**config.mk**
```make
export PLATFORM = sky130hd
export DESIGN_NAME = spi_frame_builder
export DESIGN_NICKNAME = d
export VERILOG_FILES = /design/src/rtl/spi_frame_builder.sv
export SDC_FILE = /design/constraint.sdc
export NUM_CORES = 1
export LEC_CHECK = 0
export BUFFER_PORTS_ARGS = -buffer_cell sky130_fd_sc_hd__buf_2
export CORE_MARGIN = 2
export CORE_UTILIZATION = 50
export CTS_BUF_LIST = sky130_fd_sc_hd__clkbuf_16
export CTS_CLUSTER_SIZE = 28
export DETAILED_ROUTE_END_ITERATION = 8
export PLACE_DENSITY = 0.81
export SLEW_MARGIN = 20
export SYNTH_ARGS = -nofsm -noshare
export SYNTH_HDL_FRONTEND = slang
export SYNTH_SLANG_ARGS = --single-unit
```
**constraint.sdc**
```tcl
create_clock -name clk -period 6.63 [get_ports clk]
set_input_delay 1.326 -clock clk [delete_from_list [all_inputs] [get_ports clk]]
set_output_delay 1.326 -clock clk [all_outputs]
set_load 0.02 [all_outputs]
```
**src/rtl/spi_frame_builder.sv**
```systemverilog
// rtl/spi_frame_builder.sv - wraps sample groups into sync/header/payload/checksum frames for the SPI TX FIFO
module spi_frame_builder #(
  parameter int unsigned PAYLOAD_WORDS = 4,
  parameter logic [31:0] SYNC_WORD     = 32'hA5A5_5A5A
) (
  input  logic        clk,
  input  logic        nrst,
  input  logic        enable,
  input  logic        sample_valid,
  input  logic [31:0] sample_data,
  output logic        sample_ready,
  input  logic        fifo_afull,
  output logic        we,
  output logic [31:0] din,
  output logic        frame_done,
  output logic        busy,
  output logic [15:0] seq_num
);

  typedef enum logic [2:0] {
    S_IDLE,
    S_SYNC,
    S_HDR,
    S_PAYLOAD,
    S_CSUM
  } state_t;

  localparam logic [7:0]  LAST_IDX = 8'(PAYLOAD_WORDS - 1);
  localparam logic [15:0] HDR_LEN  = 16'(PAYLOAD_WORDS);

  state_t      state_q, state_d;
  logic [31:0] csum_q, csum_d;
  logic [7:0]  cnt_q, cnt_d;
  logic        we_q, we_d;
  logic [31:0] din_q, din_d;
  logic        last_q, last_d;
  logic        done_q, done_d;
  logic [15:0] seq_q, seq_d;

  always_ff @(posedge clk or negedge nrst) begin
    if (!nrst) begin
      state_q <= S_IDLE;
      csum_q  <= 32'd0;
      cnt_q   <= 8'd0;
      we_q    <= 1'b0;
      din_q   <= 32'd0;
      last_q  <= 1'b0;
      done_q  <= 1'b0;
      seq_q   <= 16'd0;
    end else begin
      state_q <= state_d;
      csum_q  <= csum_d;
      cnt_q   <= cnt_d;
      we_q    <= we_d;
      din_q   <= din_d;
      last_q  <= last_d;
      done_q  <= done_d;
      seq_q   <= seq_d;
    end
  end

  // last_q marks the cycle the checksum word is on the bus; done/seq follow it by one cycle
  always_comb begin
    state_d      = state_q;
    csum_d       = csum_q;
    cnt_d        = cnt_q;
    we_d         = 1'b0;
    din_d        = din_q;
    last_d       = 1'b0;
    done_d       = last_q;
    seq_d        = last_q ? seq_q + 16'd1 : seq_q;
    sample_ready = (state_q == S_PAYLOAD) && !fifo_afull;

    case (state_q)
      S_IDLE: begin
        csum_d = 32'd0;
        cnt_d  = 8'd0;
        if (enable) state_d = S_SYNC;
      end
      S_SYNC: begin
        if (!fifo_afull) begin
          we_d    = 1'b1;
          din_d   = SYNC_WORD;
          csum_d  = csum_q + SYNC_WORD;
          state_d = S_HDR;
        end
      end
      S_HDR: begin
        if (!fifo_afull) begin
          we_d    = 1'b1;
          din_d   = {seq_q, HDR_LEN};
          csum_d  = csum_q + {seq_q, HDR_LEN};
          state_d = S_PAYLOAD;
        end
      end
      S_PAYLOAD: begin
        if (sample_valid && sample_ready) begin
          we_d   = 1'b1;
          din_d  = sample_data;
          csum_d = csum_q + sample_data;
          cnt_d  = cnt_q + 8'd1;
          if (cnt_q == LAST_IDX) state_d = S_CSUM;
        end
      end
      S_CSUM: begin
        if (!fifo_afull) begin
          we_d    = 1'b1;
          din_d   = csum_q;
          last_d  = 1'b1;
          state_d = S_IDLE;
        end
      end
      default: state_d = S_IDLE;
    endcase
  end

  assign we         = we_q;
  assign din        = din_q;
  assign frame_done = done_q;
  assign busy       = (state_q != S_IDLE);
  assign seq_num    = seq_q;

endmodule

```
==> out/qor.csv, run 1 <==
metric,value,unit
ys flop type,dfrtp_1,
# clock sinks,94,
RSZ-0062 raised after global routing,false,
CP cell instances,buf_2 -> ha_1 -> fa_1 -> a21oi_1 -> a2bb2oi_1 -> a21oi_2 -> and3_1 -> a221oi_2 -> o21bai_1 -> a311oi_1 -> xor2_1 -> o221ai_1,
Initial Util,50.5,%
DIE HEIGHT,130,µm
io pins,89,
top-count cell post-synth,nand2_1,
Peak supply drop,0.213,mV
synth cell count leaders,"nand2_1 (103), nor2_1 (98), a21oi_1 (96), dfrtp_1 (94), o21ai_0 (55)",
# diodes,0,
Startpoint Class,input port,
FP Rows,46,
Mapped Nets,1062,
CP arrival,4.06,ns
combinational fraction of design power,58.6,%
Yosys reg bits,94,
Net Sw Power,2.00,mW
CTS hold repair buffers,0,
max_cap viols,0,
Clock power frac,13.7,%
routed via count,8005,
worst slew pin tran,1.05,ns
setup TNS,0,ns
core area,15700,µm²
synthesized netlist cell count,973,
Layout fillers,1477,
"Seq/Total Area, Yosys",29.6,%
CTS tree,done,
share of the synthesized area in the top cell type,29.6,%
Mapped Area,7940,µm²
DRC Markers,0,
Post CTS Setup Buffer Count,0,
Hold Path Class,reg -> reg,
Die X,130,µm
number of synthesized flops with an enable pin,0,
Synth area leader,dfrtp_1,
GRT Residual Overflow,0,
clock tree buffer depth,2,
Synth cell types,81,
crit share post-route,58.3,%
Pint,1.93,mW
Port Buffers,88,
Root Buffer,clkbuf_16,
final WL,24.7,mm
Leak,4.02,nW
Setup crit start,sample_data[0],
final period demand of the worst path,3.87,ns
HPWL Detailed,17.2,mm
Syn. warnings,0,
Mapped Avg Cell Area,8.16,µm²
CP Class,in -> reg,
final hold violations,0,
CP Capture Type,register,
status,finished clean,
highest-delay cell along the critical path,fa_1,
first-pass GRT wire length,39.5,mm
pin count of the biggest net entering global routing,61,
sequential share of power,27.7,%
final-report max-slew violation count,0,
DR vias/cell,6.41,
post-cts resize count,0,
CTS Buf Count,9,
First DRT Iteration DRCs,916,
reg2reg start,state_q[0]$_DFFE_PN0P_,
Layout area overhead,10.8,%
worst-skew pair later-pin latency,0.36,ns
layout cells sized above 1,14.4,%
top post-synthesis cells by area,"dfrtp_1 (30%), ha_1 (8.0%), a21oi_1 (6.1%), nand2_1 (4.9%), nor2_1 (4.6%)",
# setup viols final,0,
"FFs w/ async S/R, synth",100,%
pwr dens,446,nW/µm²
initial antenna violation count,0,
CP Data Required Time,6.82,ns
max incr delay on CP,0.41,ns
Design Power,3.93,mW
Max Fanout on Critical Path,5,
Slew headroom,30.3,%
Setup Skew,0.0102,ns
vias in the first global route,7486,
Die ar.,16900,µm²
Fmax,259,MHz
H-tree depth,3,
min-delay src,din[9]$_DFFE_PN0P_,
gp weighted congestion,0.990,
"antenna viol nets, final",0,
final-stage net count,1116,
Avg WL per Cell,19.8,µm
Initial DRT Pass Iterations,6,
Worst-path clk slew,0.07,ns
all-layer global routing usage,29.9,%
switching share of power,50.9,%
-- sequential cells by signal (all words and copies together), names as in the netlist --
name,flops
csum_q,32
cnt_q,8
we,1
state_q,3
seq_num,16
frame_done,1
din,32
done_d,1
-- final timing paths --
kind / cells after the start / slack [ns] / to
max in group asynchronous: 2 / 4.48 / state_q[0]$_DFFE_PN0P_
setup / recovery: 12 / 2.76 / csum_q[24]$_DFFE_PN0P_
min in group asynchronous: 1 / 0.93 / csum_q[15]$_DFFE_PN0P_
hold reg to reg: 2 / 0.47 / din[9]$_DFFE_PN0P_
setup reg to reg: 8 / 3.20 / din[25]$_DFFE_PN0P_
hold / removal: 2 / 0.47 / din[9]$_DFFE_PN0P_
-- per-layer routing --
layer | up-vias | track usage, % | routed length, µm
met2 | 400 | 47.8 | 11200
met3 | 69 | 3.90 | 1990
met1 | 3789 | 39.9 | 10300
met5 | - | 0 | 0
li1 | 3747 | - | -
met4 | 0 | 15.6 | 1130
-- power by group through the flow --
stage / clock network, mW / registers [mW] / logic (mW)
4_1_cts: 0.540 / 1.08 / 2.26
2_1_floorplan: 0 / 1.08 / 1.63
6_report: 0.536 / 1.09 / 2.30
5_1_grt: 0.558 / 1.12 / 2.53
3_3_place_gp: 0 / 1.08 / 2.21
3_5_place_dp: 0 / 1.09 / 2.25
-- kinds of logic after synthesis --
family	count (synthesis)	synth area share [%]
AOI/OAI and AO/OA	345	29.4
xor gates and xnor gates	63	6.95
adders and majority gates	52	8.29
buffers and inverters	70	3.66
DFF	94	29.6
muxes	22	2.92
and+or+nand+nor	327	19.1
-- cells in the final DEF, fill, tap and decap left out, types with 5 or more instances in the layout --
cell,instances
a211oi_1,7
dfrtp_1,93
xor2_1,27
clkbuf_16,9
o22ai_1,24
xnor2_1,36
o221ai_1,8
a21o_1,23
nand2b_1,6
inv_1,17
mux2_2,9
o21ai_0,55
nand3_1,33
a221o_1,8
and3_1,23
ha_1,51
buf_4,10
o21a_1,7
o211ai_1,6
nor2_1,97
o31ai_1,10
o21ai_1,7
nand4_1,9
nand2_1,103
mux2i_1,13
o32ai_1,6
nor3_1,13
a21oi_1,96
buf_2,87
a22oi_1,21
o21bai_1,5
a31oi_1,9
nor2b_1,16
-- stage by stage --
step	cell area (µm²)	instances	util [%]	setup WS, ns	hold slack (ns)
finish	8790	1248	56.0	2.76	0.474
global placement	8500	1232	54.1	2.49	0.458
floorplan	7940	973	-	2.93	0.469
global route	8790	1248	56.0	2.60	0.500
CTS	8790	1248	56.0	2.80	0.477
detailed placement	8500	1232	54.1	2.42	0.462
-- critical path, delay by kind of cell --
kind / cells / cell delay (ns)
compound gates: 7 / 1.63
simple gates: 1 / 0.20
fa+ha+maj: 2 / 0.63
xor+xnor: 1 / 0.17
buf+inv: 1 / 0.11
-- area by class of cell --
| type | count | area, µm² | area share, % |
|---|---|---|---|
| multi-input cells | 809 | 5310 | 60.4 |
| well taps | 216 | 270 | 3.07 |
| repair buffers | 97 | 510 | 5.80 |
| inverters | 16 | 60.1 | 0.683 |
| clock buffers | 9 | 225 | 2.56 |
| clock inverters | 7 | 66.3 | 0.754 |
| flip-flops and latches | 94 | 2350 | 26.8 |
Power figures use the tool's default switching activity.
==> run 2: changes to the inputs <==
==> constraint.sdc (replaced) <==
create_clock -name clk -period 3.9 [get_ports clk]
set_input_delay 0.78 -clock clk [delete_from_list [all_inputs] [get_ports clk]]
set_output_delay 0.78 -clock clk [all_outputs]
set_load 0.02 [all_outputs]
==> run 2 against run 1 <==
- sequential share of layout area is 0.24 points lower
- sequential power is 71% higher
- critical endpoint is now csum_q[30]$_DFFE_PN0P_
- flip-flop and latch count stayed put
- highest routed layer unchanged
- cell count is 0.80% higher
- utilization is 0.50 points higher
==> out/qor.csv, run 2 (synthesis results as in run 1) <==
metric,value,unit
status,finished clean,
first-pass GRT wire length,39.5,mm
Layout fillers,1494,
worst-skew pair later-pin latency,0.37,ns
Worst-path clk slew,0.07,ns
FP Rows,46,
vias in the first global route,7539,
area of the multi-input gates,5310,µm²
gp weighted congestion,1.01,
routed via count,8113,
final hold violations,0,
final period demand of the worst path,3.25,ns
HPWL Detailed,17.8,mm
"most used cell, CP",a21oi_2,
max incr delay on CP,0.41,ns
# clock sinks,94,
CTS tree,done,
Avg WL per Cell,20.1,µm
CP arrival,3.50,ns
io pins,89,
Slew headroom,26.3,%
CP Capture Type,register,
layout cells sized above 1,15.4,%
final-stage net count,1126,
DR vias/cell,6.45,
CP top delay family,compound AO/OA/AOI/OAI gates,
DRC Markers,0,
Setup Skew,0.0136,ns
highest-delay cell along the critical path,fa_1,
CTS Buf Count,9,
clock tree buffer depth,2,
Peak supply drop,0.285,mV
R2R Setup Slk,0.76,ns
Hold Path Class,in -> async,
"antenna viol nets, final",0,
CP cell instances,buf_2 -> ha_1 -> fa_1 -> a21oi_1 -> a2bb2oi_1 -> a21oi_2 -> a21oi_2 -> o221ai_1 -> a311oi_2 -> o21ai_0 -> mux2i_1 -> nand4b_1,
CTS hold repair buffers,0,
Fmax,307,MHz
Die X,130,µm
Initial Util,50.5,%
worst slew pin tran,1.11,ns
Startpoint Class,input port,
setup TNS,0,ns
final core occ,56.5,%
Max Fanout on Critical Path,5,
CP Data Required Time,4.14,ns
DIE HEIGHT,130,µm
Root Buffer,clkbuf_16,
Leak,4.07,nW
pin count of the biggest net entering global routing,75,
pwr dens,758,nW/µm²
# setup viols final,0,
CP Class,in -> reg,
Die ar.,16900,µm²
reg2reg start,csum_q[20]$_DFFE_PN0P_,
r2r worst-path depth,10,
Port Buffers,88,
final WL,25.3,mm
post-cts resize count,0,
# diodes,0,
Post CTS Setup Buffer Count,0,
RSZ-0062 raised after global routing,false,
First DRT Iteration DRCs,994,
final-report max-slew violation count,0,
"Buf+Inv Stages, Crit Path",1,
most frequent cells in the layout,"nand2_1 (103), nor2_1 (97), a21oi_1 (96), dfrtp_1 (93), buf_2 (87)",
FF-to-FF End,csum_q[31]$_DFFE_PN0P_,
crit share post-route,83.4,%
core area,15700,µm²
initial antenna violation count,0,
all-layer global routing usage,30.0,%
Initial DRT Pass Iterations,6,
Reg area,2350,µm²
H-tree depth,3,
Layout area overhead,11.8,%
max_cap viols,0,
GRT Residual Overflow,0,
"commonest non-fill, non-tap cell in the layout",nand2_1,
[run 2: worst register-to-register path, cell delays in order, from the launching register on]
cell      delay (ns)
dfrtp_1         0.48
ha_1            0.37
a21oi_1         0.27
nand3b_1        0.11
o211ai_1        0.34
o21ai_1         0.18
a41oi_1         0.42
o211ai_1        0.18
a32o_1          0.30
a221o_1         0.34
o21ai_0         0.07
[run 2: worst max path at each step]
| stage | startpoint | to | slack (ns) | cells after the start |
|---|---|---|---|---|
| floorplan | sample_data[0] | csum_q[24]$_DFFE_PN0P_ | 0.75 | 11 |
| global placement | sample_data[0] | csum_q[30]$_DFFE_PN0P_ | 0.41 | 12 |
| detailed placement | sample_data[0] | csum_q[30]$_DFFE_PN0P_ | 0.32 | 12 |
| CTS | sample_data[0] | csum_q[30]$_DFFE_PN0P_ | 0.69 | 12 |
| global route | sample_data[0] | csum_q[30]$_DFFE_PN0P_ | 0.51 | 12 |
| finish | sample_data[0] | csum_q[30]$_DFFE_PN0P_ | 0.65 | 12 |
[run 2: metrics by stage]
| stage | instances | worst slack [ns] | instance area (µm²) | hold slack (ns) | total power [mW] |
|---|---|---|---|---|---|
| 2_1_floorplan | 973 | 0.747 | 7940 | 0.469 | 4.61 |
| 3_3_place_gp | 1241 | 0.412 | 8570 | 0.460 | 5.67 |
| 3_5_place_dp | 1241 | 0.319 | 8570 | 0.461 | 5.74 |
| 4_1_cts | 1257 | 0.686 | 8850 | 0.476 | 6.63 |
| 5_1_grt | 1258 | 0.513 | 8870 | 0.305 | 7.16 |
| 6_report | 1258 | 0.647 | 8870 | 0.284 | 6.72 |
[run 2: power by group]
group / switching [mW] / leakage [nW] / total (mW) / internal (mW)
Clock: 0.430 / 0.135 / 0.864 / 0.434
Combinational: 2.48 / 2.71 / 4.00 / 1.52
Sequential: 0.545 / 1.22 / 1.86 / 1.32
Total: 3.45 / 4.07 / 6.72 / 3.27
[run 2: area by class of cell]
| class | count | area share, % |
|---|---|---|
| multi-input cells | 809 | 59.8 |
| repair buffers | 107 | 6.82 |
| well taps | 216 | 3.05 |
| clock buffers | 9 | 2.54 |
| inverters | 16 | 0.677 |
| flip-flops and latches | 94 | 26.5 |
| clock inverters | 7 | 0.564 |
[run 2: layer usage]
layer	vias up	routed length [µm]	global-route usage, %	share of wire (%)
met4	0	1160	16.4	4.6
li1	3752	-	-	-
met3	84	1970	4.47	7.8
met2	379	11600	48.6	46
met1	3898	10500	38.7	42
met5	-	0	0	0
==> run 3: changes to the inputs <==
==> constraint.sdc (replaced) <==
create_clock -name clk -period 3.2 [get_ports clk]
set_input_delay 0.64 -clock clk [delete_from_list [all_inputs] [get_ports clk]]
set_output_delay 0.64 -clock clk [all_outputs]
set_load 0.02 [all_outputs]
==> run 3 against run 2 <==
- first-iteration DRC count decreased by 13%
- clock power increased by 40%
- combinational power increased by 31%
- sequential share of layout area decreased by 0.94 points
- global-route usage decreased by 0.059 points
- die area unchanged
- cell count increased by 3.0%
- sequential power increased by 12%
- non-clock buffer count increased by 38
- critical endpoint is now csum_q[31]$_DFFE_PN0P_
- largest power group unchanged
==> out/qor.csv, run 3 (synthesis results as in run 1) <==
metric,value,unit
final core occ,58.5,%
status,finished clean,
CP Capture Type,register,
Slew headroom,50.5,%
RSZ-0062 raised after global routing,false,
DR vias/cell,6.30,
final period demand of the worst path,3.05,ns
Peak supply drop,0.395,mV
"commonest non-fill, non-tap cell in the layout",nand2_1,
CTS tree,done,
"antenna viol nets, final",0,
final-stage net count,1164,
worst-skew pair later-pin latency,0.37,ns
final WL,24.9,mm
Fmax,328,MHz
Hold Path Class,in -> async,
First DRT Iteration DRCs,867,
pwr dens,926,nW/µm²
Setup Skew,0.0136,ns
pin count of the biggest net entering global routing,45,
Leak,4.28,nW
Avg WL per Cell,19.2,µm
Layout area overhead,15.9,%
max_cap viols,0,
Design Power,8.52,mW
most frequent cells in the layout,"nand2_1 (103), nor2_1 (97), a21oi_1 (96), dfrtp_1 (93), buf_2 (87)",
CP arrival,3.32,ns
Initial Util,50.5,%
routed via count,8161,
CP Class,reg -> reg,
post-cts resize count,0,
first-pass GRT wire length,39.4,mm
post-layout worst setup margin,0.149,ns
DRC Markers,0,
combinational fraction of design power,61.5,%
H-tree depth,3,
Worst-path clk slew,0.07,ns
io pins,89,
clock tree buffer depth,2,
Net Sw Power,4.19,mW
final-report max-slew violation count,0,
CTS hold repair buffers,0,
worst slew pin tran,0.740,ns
Die X,130,µm
# setup viols final,0,
CTS Buf Count,9,
# clock sinks,94,
Startpoint Class,register,
pre-CTS setup slack,-0.124,ns
CP Data Required Time,3.47,ns
DIE HEIGHT,130,µm
Layout fillers,1433,
Max Fanout on Critical Path,4,
initial antenna violation count,0,
FP Rows,46,
"Cell Count, Final, Fillers Out",1296,
setup TNS,0,ns
core area,15700,µm²
Pint,4.33,mW
final hold violations,0,
Die ar.,16900,µm²
crit share post-route,95.3,%
all-layer global routing usage,30.0,%
gp weighted congestion,0.990,
GRT Residual Overflow,0,
Root Buffer,clkbuf_16,
Post CTS Setup Buffer Count,0,
switching share of power,49.2,%
Initial DRT Pass Iterations,6,
Clock power frac,14.1,%
Port Buffers,88,
sequential share of power,24.4,%
HPWL Detailed,18.0,mm
placed cells,1280,
layout cells sized above 1,18.4,%
# diodes,0,
vias in the first global route,7711,
## run 3: layout make-up
class	instances	area, µm²	share of cell area, %
multi-input combinational	809	5310	57.7
sequential	94	2350	25.6
tap	216	270	2.94
timing repair buffer	145	883	9.60
clock buffer	9	225	2.45
inverter	16	60.1	0.653
clock inverter	7	97.6	1.06
## run 3: critical path, cell delays in order (launching register included)
cell,delay [ns]
dfrtp_1,0.40
ha_1,0.36
a21oi_1,0.26
nand3b_1,0.11
o211ai_1,0.33
o21ai_1,0.19
a41oi_1,0.45
o211ai_1,0.16
a32o_1,0.28
a221o_1,0.33
o21ai_0,0.10
## run 3: routing by layer
| metal | up-vias | track usage (%) | part of all wire [%] |
|---|---|---|---|
| met3 | 76 | 4.26 | 7.2 |
| met5 | - | 0 | 0 |
| met1 | 3861 | 39.7 | 42 |
| li1 | 3827 | - | - |
| met2 | 397 | 46.8 | 46 |
| met4 | 0 | 17.8 | 5.1 |
## run 3: path summary, 6_finish.rpt
| check | startpoint | end | slack, ns | cells past startpoint |
|---|---|---|---|---|
| max in group asynchronous | nrst | din[3]$_DFFE_PN0P_ | 2.20 | 2 |
| max reg2reg | seq_num[4]$_DFFE_PN0P_ | csum_q[31]$_DFFE_PN0P_ | 0.15 | 10 |
| min in group clk | din[14]$_DFFE_PN0P_ | din[14]$_DFFE_PN0P_ | 0.47 | 2 |
| min reg2reg | din[14]$_DFFE_PN0P_ | din[14]$_DFFE_PN0P_ | 0.47 | 2 |
| min | nrst | din[12]$_DFFE_PN0P_ | 0.30 | 1 |
| max | seq_num[4]$_DFFE_PN0P_ | csum_q[31]$_DFFE_PN0P_ | 0.15 | 10 |
## run 3: metrics by stage
stage,hold WS [ns],cell area (µm²)
after detailed placement,0.462,8880
after global placement,0.458,8880
after CTS,0.325,9200
after global routing,0.349,9200
after floorplan,0.344,7940
final,0.303,9200
## run 3: power by group through the flow
stage / logic, mW / registers [mW] / clock network (mW)
6_report: 5.24 / 2.08 / 1.21
5_1_grt: 5.72 / 2.15 / 1.26
3_3_place_gp: 5.05 / 2.08 / 0
2_1_floorplan: 3.38 / 2.24 / 0
4_1_cts: 5.16 / 2.07 / 1.22
3_5_place_dp: 5.12 / 2.08 / 0
